==> config.mk <==
export PLATFORM = sky130hd
export DESIGN_NAME = pc_sequencer_flat
export DESIGN_NICKNAME = d
export VERILOG_FILES = /design/src/rtl/pc_sequencer_if.sv /design/src/rtl/pc_sequencer.sv /design/src/flat_wrapper.sv
export SDC_FILE = /design/constraint.sdc
export NUM_CORES = 1
export LEC_CHECK = 0
export ABC_AREA = 1
export CAP_MARGIN = 25
export CORE_MARGIN = 10
export CORE_UTILIZATION = 35
export DETAILED_ROUTE_END_ITERATION = 8
export GPL_TIMING_DRIVEN = 0
export PLACE_DENSITY = 0.52
export SYNTH_ARGS = -nofsm -noshare
export SYNTH_HDL_FRONTEND = slang
export SYNTH_SLANG_ARGS = --single-unit
==> constraint.sdc <==
create_clock -name clk -period 3.7 [get_ports clk]
set_clock_uncertainty 0.2 [all_clocks]
set_input_delay 0.555 -clock clk [delete_from_list [all_inputs] [get_ports clk]]
set_output_delay 0.555 -clock clk [all_outputs]
set_load 0.1 [all_outputs]
==> src/rtl/pc_sequencer_if.sv <==
// pc_sequencer_if: control inputs and PC/RAS status outputs of the fetch-stage sequencer
interface pc_sequencer_if #(parameter int WIDTH = 32);
  logic             stall;
  logic             branch;
  logic             jump;
  logic             call;
  logic             ret;
  logic             exc;
  logic [WIDTH-1:0] target;
  logic [WIDTH-1:0] pc;
  logic [WIDTH-1:0] epc;
  logic             ras_empty;
  logic             ras_full;
  modport master (output stall, branch, jump, call, ret, exc, target,
                  input pc, epc, ras_empty, ras_full);
  modport slave  (input stall, branch, jump, call, ret, exc, target,
                  output pc, epc, ras_empty, ras_full);
endinterface

==> src/rtl/pc_sequencer.sv <==
// pc_sequencer: fetch PC with stall, exception redirect/EPC capture and a circular return-address stack
module pc_sequencer #(
  parameter int               WIDTH        = 32,
  parameter int               INC          = 4,
  parameter logic [WIDTH-1:0] RESET_VECTOR = '0,
  parameter logic [WIDTH-1:0] EXC_VECTOR   = WIDTH'('h80),
  parameter int               RAS_DEPTH    = 4
) (
  input logic          clk,
  input logic          rst,
  pc_sequencer_if.slave bus
);
  localparam int               AW   = $clog2(RAS_DEPTH);
  localparam logic [WIDTH-1:0] STEP = WIDTH'(INC);
  localparam logic [WIDTH-1:0] MASK = ~WIDTH'(INC - 1);
  localparam logic [AW:0]      FULL = (AW+1)'(RAS_DEPTH);
  logic [WIDTH-1:0] pc_q, epc_q, pc_n, seq, tgt, top;
  logic [WIDTH-1:0] ras [RAS_DEPTH];
  logic [AW-1:0]    ptr;
  logic [AW:0]      count;
  logic             push, pop, have;
  always_comb begin
    seq  = pc_q + STEP;
    tgt  = bus.target & MASK;
    top  = ras[ptr - AW'(1)];
    have = count != '0;
    pop  = !bus.exc && bus.ret && have;
    push = !bus.exc && !bus.ret && bus.jump && bus.call;
    pc_n = bus.exc                ? EXC_VECTOR :
           bus.ret                ? (have ? top : tgt) :
           bus.branch || bus.jump ? tgt :
           bus.stall              ? pc_q : seq;
  end
  always_ff @(posedge clk or posedge rst) begin
    if (rst) begin
      pc_q  <= RESET_VECTOR;
      epc_q <= '0;
      ptr   <= '0;
      count <= '0;
    end else begin
      pc_q <= pc_n;
      if (bus.exc) epc_q <= pc_q;
      if (push) begin
        ptr   <= ptr + AW'(1);
        count <= count == FULL ? FULL : count + (AW+1)'(1);
      end else if (pop) begin
        ptr   <= ptr - AW'(1);
        count <= count - (AW+1)'(1);
      end
    end
  end
  // entries are only read while count>0, so they need no reset; a full push overwrites the oldest
  always_ff @(posedge clk) if (push) ras[ptr] <= seq;
  assign bus.pc        = pc_q;
  assign bus.epc       = epc_q;
  assign bus.ras_empty = count == '0;
  assign bus.ras_full  = count == FULL;
endmodule

==> src/flat_wrapper.sv <==
// flat-port wrapper written by rule: the top's interface ports become plain ports
module pc_sequencer_flat 
#(
  parameter int               WIDTH        = 32,
  parameter int               INC          = 4,
  parameter logic [WIDTH-1:0] RESET_VECTOR = '0,
  parameter logic [WIDTH-1:0] EXC_VECTOR   = WIDTH'('h80),
  parameter int               RAS_DEPTH    = 4
)
  (clk, rst, bus_stall, bus_branch, bus_jump, bus_call, bus_ret, bus_exc, bus_target, bus_pc, bus_epc, bus_ras_empty, bus_ras_full);
  pc_sequencer_if #(.WIDTH(WIDTH)) bus_i ();
  input logic clk;
  input logic rst;
  input wire logic [$bits(bus_i.stall)-1:0] bus_stall;
  input wire logic [$bits(bus_i.branch)-1:0] bus_branch;
  input wire logic [$bits(bus_i.jump)-1:0] bus_jump;
  input wire logic [$bits(bus_i.call)-1:0] bus_call;
  input wire logic [$bits(bus_i.ret)-1:0] bus_ret;
  input wire logic [$bits(bus_i.exc)-1:0] bus_exc;
  input wire logic [$bits(bus_i.target)-1:0] bus_target;
  output wire logic [$bits(bus_i.pc)-1:0] bus_pc;
  output wire logic [$bits(bus_i.epc)-1:0] bus_epc;
  output wire logic [$bits(bus_i.ras_empty)-1:0] bus_ras_empty;
  output wire logic [$bits(bus_i.ras_full)-1:0] bus_ras_full;
  assign bus_i.stall = bus_stall;
  assign bus_i.branch = bus_branch;
  assign bus_i.jump = bus_jump;
  assign bus_i.call = bus_call;
  assign bus_i.ret = bus_ret;
  assign bus_i.exc = bus_exc;
  assign bus_i.target = bus_target;
  assign bus_pc = bus_i.pc;
  assign bus_epc = bus_i.epc;
  assign bus_ras_empty = bus_i.ras_empty;
  assign bus_ras_full = bus_i.ras_full;
  pc_sequencer #(.WIDTH(WIDTH), .INC(INC), .RESET_VECTOR(RESET_VECTOR), .EXC_VECTOR(EXC_VECTOR), .RAS_DEPTH(RAS_DEPTH)) u_core (.clk(clk), .rst(rst), .bus(bus_i));
endmodule
Yosys cells after proc, flatten, opt, wreduce, memory -nomap -nowiden
Memories as Yosys holds them, arrays and structs flattened.
Index checks and enable logic that the tools add are counted.
- register bits after elaboration: 69
- bits in latches: 0
- bits in writable memories: 128
- memory bits (read-only): 0
- bits of input ports: 40
- output and inout bits: 66
- memories kept: 1
- add/sub/neg operators: 5
- multipliers: 0
- divide/modulo/power cells: 0
- order comparisons: 0
- equal/unequal tests: 2
- shifts and indexed selects: 0
- multiplexer cells: 12
- bitwise operators: 0
- reductions and logical operators: 11
- memories (memory ; words ; bits a word ; read ports ; clocked after memory_dff ; wr ports ; line ; source):
    u_core.ras ; 4 ; 32 ; 1 ; 0 ; 1 ; pc_sequencer.sv:18 ; logic [WIDTH-1:0] ras [RAS_DEPTH];
- operators with widths (cell ; number):
    $mux 32 ; 5
    $add 32x3->32 const B ; 1
    $mux 3 ; 3
    $logic_and 1x1->1 ; 5
    $mux 2 ; 2
    $ne 4x1->1 const B ; 1
    $add 3x1->3 const B ; 1
    $eq 3x3->1 const B ; 1
    $logic_not 3->1 ; 1
    $reduce_bool 3->1 ; 1
    $sub 3x1->3 const B ; 1
    $add 2x1->2 const B ; 1
    $logic_not 1->1 ; 2
    $mux 1 ; 2
    $reduce_bool 2->1 ; 1
    $sub 2x1->2 const B ; 1
    $logic_or 1x1->1 ; 1

Depth between registers and ports, before layout
Gate-level depths: netlist of run 1.
- word-level depth: 6
- depth in mapped cells: 12

Worst setup path before layout of run 1
Ideal clock, no wire load.
- kind: register to register
- start: register u_core.ptr[0]
- end: memory u_core.ras[0][0], enable pin
- library setup time: 421 ps
- arrival: 2411 ps
- setup slack: 668 ps
- cell stages (with the launch flop): 6
- buffers on the path: 1
- path through: dfrtp_1 -> inv_2 -> clkbuf_1 -> ha_1 -> inv_1 -> nor2_1
- RTL lines (element ; line ; source):
    from (decl) ; pc_sequencer.sv:19 ; logic [AW-1:0] ptr;
    from (signal assigned) ; pc_sequencer.sv:44 ; ptr <= ptr + AW'(1);
    from (signal assigned) ; pc_sequencer.sv:47 ; ptr <= ptr - AW'(1);
    to (decl) ; pc_sequencer.sv:18 ;
No word-level cell before the write port.

Worst setup path in the final report of run 1
- start: register u_core.count[0]
- end: output bus_ras_empty
- word-level cells in the longest chain between the ends: 1
- RTL lines (element ; line ; source):
    from (decl) ; pc_sequencer.sv:20 ; logic [AW:0] count;
    from (signal assigned) ; pc_sequencer.sv:45 ; count <= count == FULL ? FULL : count + (AW+1)'(1);
    from (signal assigned) ; pc_sequencer.sv:48 ; count <= count - (AW+1)'(1);
    $logic_not 3->1 ; pc_sequencer.sv:56 ; assign bus.ras_empty = count == '0;
    to (decl) ; flat_wrapper.sv:23 ; output wire logic [$bits(bus_i.ras_empty)-1:0] bus_ras_empty;
Every way passes these cells.

==> results.cfg, run 1 <==
[logic_synthesis]
synth_edf_count = 128
syn_nets = 1056
synth_top_area_share = 0.414
syn-instance-count = 1008
ys_ff_latch = 197
ys_top_cells_by_area = edfxtp_1, dfrtp_1, nand2_1
async_flop_share = 0.350
synth_top_area_cell = edfxtp_1
synth_ff_type = edfxtp_1
ys_warn_count = 0
synth_cell_types = 33
ys_seq_area_frac = 0.601
synth.avg_cell_area_sq_um = 9.20
netlist_area_sq_um = 9270

[worst_hold_path]
hp-class = reg2reg

[worst_setup_path]
crit_start = u_core.count[0]
rr_startpoint = u_core.ptr[0]
crit_path_max_incr_delay_ns = 1.16
reg2reg_slack_ns = 0.63
worst_ep_required_time_ns = 2.94
arrival_ns = 2.53
cp-end-kind = output port
crit_buf_inv = 3
reg2reg_to = u_core.bus.pc[28]
path_cells = inv_1 -> ha_1 -> nand2_2 -> inv_1 -> clkdlybuf4s50_1
critPathLaunchType = flip-flop
reg2reg_depth = 10
crit_fanout = 4
path_depth = 5
cpMostUsedCell = inv_1
critPathSlowestCell = clkdlybuf4s50_1
endpoint = bus_ras_empty
critical_path_class = reg2out
path_delay_family = buffers and inverters

[detailed_routing]
ant_nets = 0
drt-initial-drc-count = 507
vias_per_cell = 4.97
vias = 7366
wl_per_cell_um = 19.5
totalWireLength_mm = 28.9
drcViolationCount = 0
dr.pass1.iters = 5

[sta]
rsz0062_at_grt = no
fin_crit_sh = 0.888
finalHoldWorstSlack_ns = 0.275
finalHoldViolCount = 0
max_slew.worst_pin.slew_ns = 1.01
setup_ws_ns = 0.415
slew_viol_final = 0
finalSetupViolCount = 0
max_slew_margin = 0.325
maxClockFrequency_mhz = 304
fin_crit_ns = 3.29

[clocking]
clk_latency_ns = 0.44
cts_made_buffers = 17
post-cts-setup-buffers = 0
cts-resized-gates = 0
clk_pin_slew_ns = 0.08
ctsHoldBuffers = 0
clockBufferDepth = 2
clockRootBuffer = clkbuf_16
cts_max_level = 4
cts.sinks = 197
cts_tree = built

[layout]
antennaDiodeCount = 0
nets = 1183
layout-drive-gt1-share = 0.0871
n_fill_cell = 2594
area_growth_syn_to_layout_pct = 23.4
stdcell_area_sq_um = 11400

[placed_design]
io_buffers = 103
place_area_sq_um = 10900
dp_slack_ns = 0.580
place.gp.congestion = 0.871
dp.final_hpwl_mm = 21.3

[floorplan]
core.rowCount = 59
ioPinCount = 106
die_w_um = 183
initial_utilization = 0.356
fp.dieH_um = 183
core_area_sq_um = 26100
dieArea_sq_um = 33400

[status]
status = complete, no violations

[job]
cap_violations = 0

[power]
power_density_nw_per_um2 = 855
p_leak_nw = 4.56
ir_drop_v = 0.000607
power_w = 0.00979

[global_routing]
grt_overflow = 0
antenna_found_initial = 0
grt_max_degree = 38
grt_pass1_vias = 7187
grt_pass1_wl_mm = 44.3
grt_util_all_layers = 0.174
## flip-flops by register name, summed over array words and instances, names as in the netlist
register and count:
u_core.ras 128, u_core.ptr 2, u_core.bus.pc 32, u_core.bus.epc 32, u_core.count 3
## synth_stat cells (5+ instances only)
cell type    n
nand2_1    316
edfxtp_1   128
nor2_1      99
nand3_1     93
dfrtp_1     69
a21oi_1     68
inv_1       57
o21ai_0     44
buf_2       18
and2_1      16
clkbuf_1    16
nor2_2      11
nand2_2      9
ha_1         8
nor2_4       8
buf_4        7
xor2_1       7
o22ai_1      5
## cell usage in the layout, fill, tap and decap left out, types with 7 or more instances in the layout
master,count
xor2_1,7
ha_1,8
o21ai_0,44
dfrtp_1,69
nor2_2,11
clkbuf_1,17
clkdlybuf4s50_1,103
clkbuf_16,17
and2_1,16
inv_1,56
buf_4,7
a21oi_1,68
nor2_1,95
nand2_1,316
nand3_1,93
buf_2,18
edfxtp_1,128
nand2_2,9
nor2_4,12
## layout make-up
type                       count  area (sq um)  area share
clock inverter                14           151      0.0132
sequential                   197          5570       0.487
tap                          335           419      0.0366
multi-input combinational    707          3290       0.288
clock buffer                  18           429      0.0375
buffer                        44           214      0.0187
inverter                      60           228      0.0199
timing repair buffer         108          1140      0.0995
## power breakdown
group	total [W]	switching, W	internal, W
Sequential	0.00316	0.000347	0.00281
Clock	0.00185	0.000849	0.00101
Combinational	0.00477	0.00366	0.00112
Total	0.00979	0.00485	0.00493
## worst reg2reg max path, delay by kind of cell, from the launching register on
kind                       cells  cell delay [ns]
AOI/OAI and AO/OA              2             0.16
adders and majority gates      1             0.24
buffers and inverters          4             1.35
DFF                            1             0.47
and+or+nand+nor                3             0.54
## stage by stage
step	util	TNS, ns	cells
CTS	0.439	0	1483
finish	0.439	0	1483
global placement	0.412	-183.64	1446
detailed placement	0.417	0	1451
floorplan	-	0	1008
global route	0.439	0	1483
## how the worst min path moves through the flow
| stage | start | to | slack [ns] | depth (start not counted) |
|---|---|---|---|---|
| finish | u_core.bus.epc[1] | u_core.bus.epc[1] | 0.27 | 2 |
| global route | u_core.bus.epc[1] | u_core.bus.epc[1] | 0.31 | 2 |
| CTS | u_core.bus.epc[1] | u_core.bus.epc[1] | 0.28 | 2 |
| detailed placement | u_core.bus.epc[1] | u_core.bus.epc[1] | 0.26 | 2 |
| global placement | u_core.bus.epc[13] | u_core.bus.epc[13] | 0.25 | 2 |
| floorplan | u_core.bus.pc[0] | u_core.ras[0][0] | 0.32 | 0 |
## cells by family after synthesis
family,after synthesis,share of synthesized area
AO/OA/AOI/OAI,133,0.0762
XOR/XNOR,9,0.00850
adder cells (fa/ha/maj),8,0.0108
buffers and inverters,104,0.0474
flip-flops,197,0.601
AND/OR/NAND/NOR,557,0.256
## routing by layer
layer	up-vias	share of wire	track usage
met3	32	0.064	0.0317
met1	3519	0.45	0.241
met5	-	0	0
li1	3595	-	-
met2	220	0.46	0.273
met4	0	0.018	0.0500
No activity file was read; power rests on OpenSTA's default activity.
==> run 2: changes to the inputs <==
--- a/config.mk
+++ b/config.mk
@@ -7,7 +7,6 @@
 export LEC_CHECK = 0
 export ABC_AREA = 1
 export CAP_MARGIN = 25
-export CORE_MARGIN = 10
 export CORE_UTILIZATION = 35
 export DETAILED_ROUTE_END_ITERATION = 8
 export GPL_TIMING_DRIVEN = 0
==> results.cfg, run 2 (synthesis results as in run 1) <==
[worst_setup_path]
crit_start = u_core.count[0]
path_delay_family = buffers and inverters
path_cells = inv_1 -> ha_1 -> nand2_2 -> inv_1 -> clkdlybuf4s50_1
arrival_ns = 2.52
crit_buf_inv = 3
crit_path_max_incr_delay_ns = 1.15
critPathLaunchType = flip-flop
critical_path_class = reg2out
reg2reg_slack_ns = 0.66
cpMostUsedCell = inv_1
rr_startpoint = u_core.ptr[0]
worst_ep_required_time_ns = 2.94
cp-end-kind = output port
critPathSlowestCell = clkdlybuf4s50_1
crit_fanout = 4

[sta]
max_slew_margin = 0.333
final.setup.tns_ns = 0
rsz0062_at_grt = no
max_slew.worst_pin.slew_ns = 0.997
slew_viol_final = 0
fin_crit_sh = 0.886
maxClockFrequency_mhz = 305
fin_crit_ns = 3.28
finalHoldViolCount = 0
finalSetupViolCount = 0

[power]
pwr-share-clk = 0.187
power_frac_comb = 0.490
power_density_nw_per_um2 = 855
p_leak_nw = 4.55
p_sw_frac = 0.501
power_switching_w = 0.00490
ir_drop_v = 0.000608
p_int_w = 0.00487
p_seq_frac = 0.323

[layout]
area_growth_syn_to_layout_pct = 23.3
antennaDiodeCount = 0
post-route-util = 0.439
largest_register = u_core.ras
nets = 1183
mostFrequentLayoutCell = nand2_1
layout-drive-gt1-share = 0.0880
fin_cells = 1483
mostFrequentLayoutCells = nand2_1, edfxtp_1, clkdlybuf4s50_1, nor2_1, nand3_1
largest_register_ffs = 128

[placed_design]
dp.final_hpwl_mm = 20.3
place.gp.congestion = 0.905
io_buffers = 103
dp_cells = 1451

[clocking]
ctsHoldBuffers = 0
cts.sinks = 197
cts_made_buffers = 17
post-cts-setup-buffers = 0
clockBufferDepth = 2
clk_latency_ns = 0.44
cts_tree = built
cts-resized-gates = 0
clk_pin_slew_ns = 0.08
clockRootBuffer = clkbuf_16
cts_max_level = 4

[detailed_routing]
drt-initial-drc-count = 544
wl_per_cell_um = 18.9
totalWireLength_mm = 28.0
drcViolationCount = 0
dr.pass1.iters = 7
vias_per_cell = 4.99
ant_nets = 0
vias = 7402

[global_routing]
grtUsageMet3 = 0.0339
grt_overflow = 0
grt_max_degree = 59
grt-busiest-layer = met2
grtUsageMet1 = 0.313
grt_util_met2 = 0.337
grt_pass1_vias = 7003
antenna_found_initial = 0
grt_util_all_layers = 0.216
grt_pass1_wl_mm = 42.6

[floorplan]
initial_utilization = 0.356
fp.dieH_um = 165
core_area_sq_um = 26100
die_w_um = 165
core.rowCount = 59
dieArea_sq_um = 27200
ioPinCount = 106

[worst_hold_path]
hp-class = in2async

[status]
status = complete, no violations

[job]
cap_violations = 0
==> run 2: through the flow <==
stage / total power [W] / setup WS (ns) / hold slack, ns / instance area, sq um
6_report: 0.00977 / 0.421 / 0.185 / 11400
5_1_grt: 0.0103 / 0.326 / 0.189 / 11400
4_1_cts: 0.00981 / 0.387 / 0.179 / 11400
3_5_place_dp: 0.00799 / 0.650 / 0.264 / 10900
3_3_place_gp: 0.00794 / -1.29 / 0.259 / 10700
2_1_floorplan: 0.00650 / 0.668 / 0.318 / 9270
==> run 2: final timing paths <==
path | endpoint | cells after the start
max in group asynchronous | u_core.bus.pc[17] | 3
max reg2reg | u_core.bus.pc[26] | 10
min reg2reg | u_core.bus.epc[9] | 2
min | u_core.bus.epc[1] | 2
max | bus_ras_empty | 5
min in group clk | u_core.bus.epc[9] | 2
==> run 2: power groups by stage <==
stage | Combinational (W) | Sequential, W | Clock [W]
after global routing | 0.00511 | 0.00321 | 0.00193
after floorplan | 0.00171 | 0.00479 | 0
after CTS | 0.00480 | 0.00316 | 0.00185
final | 0.00479 | 0.00316 | 0.00182
after detailed placement | 0.00479 | 0.00320 | 0
after global placement | 0.00473 | 0.00321 | 0
==> run 2: layout make-up <==
class                   count  area [sq um]
fillers                  2559         14600
flip-flops and latches    197          5570
multi-input cells         707          3290
repair buffers            108          1140
clock buffers              17           425
well taps                 335           419
inverters                  60           228
plain buffers              44           214
clock inverters            15           141
==> run 2: per-layer routing <==
layer / share of wire / vias to the layer above
met5: 0 / -
met4: 0.014 / 0
met3: 0.046 / 24
met2: 0.47 / 185
met1: 0.47 / 3607
li1: - / 3586
==> run 2: worst reg2reg max path, cell delays in order (launching register included) <==
cell      delay, ns
dfrtp_1        0.47
inv_2          0.18
clkbuf_1       0.49
ha_1           0.23
buf_2          0.19
clkbuf_1       0.44
nand3_1        0.16
nand2_1        0.10
a21oi_1        0.06
nor2_1         0.29
a21oi_1        0.12
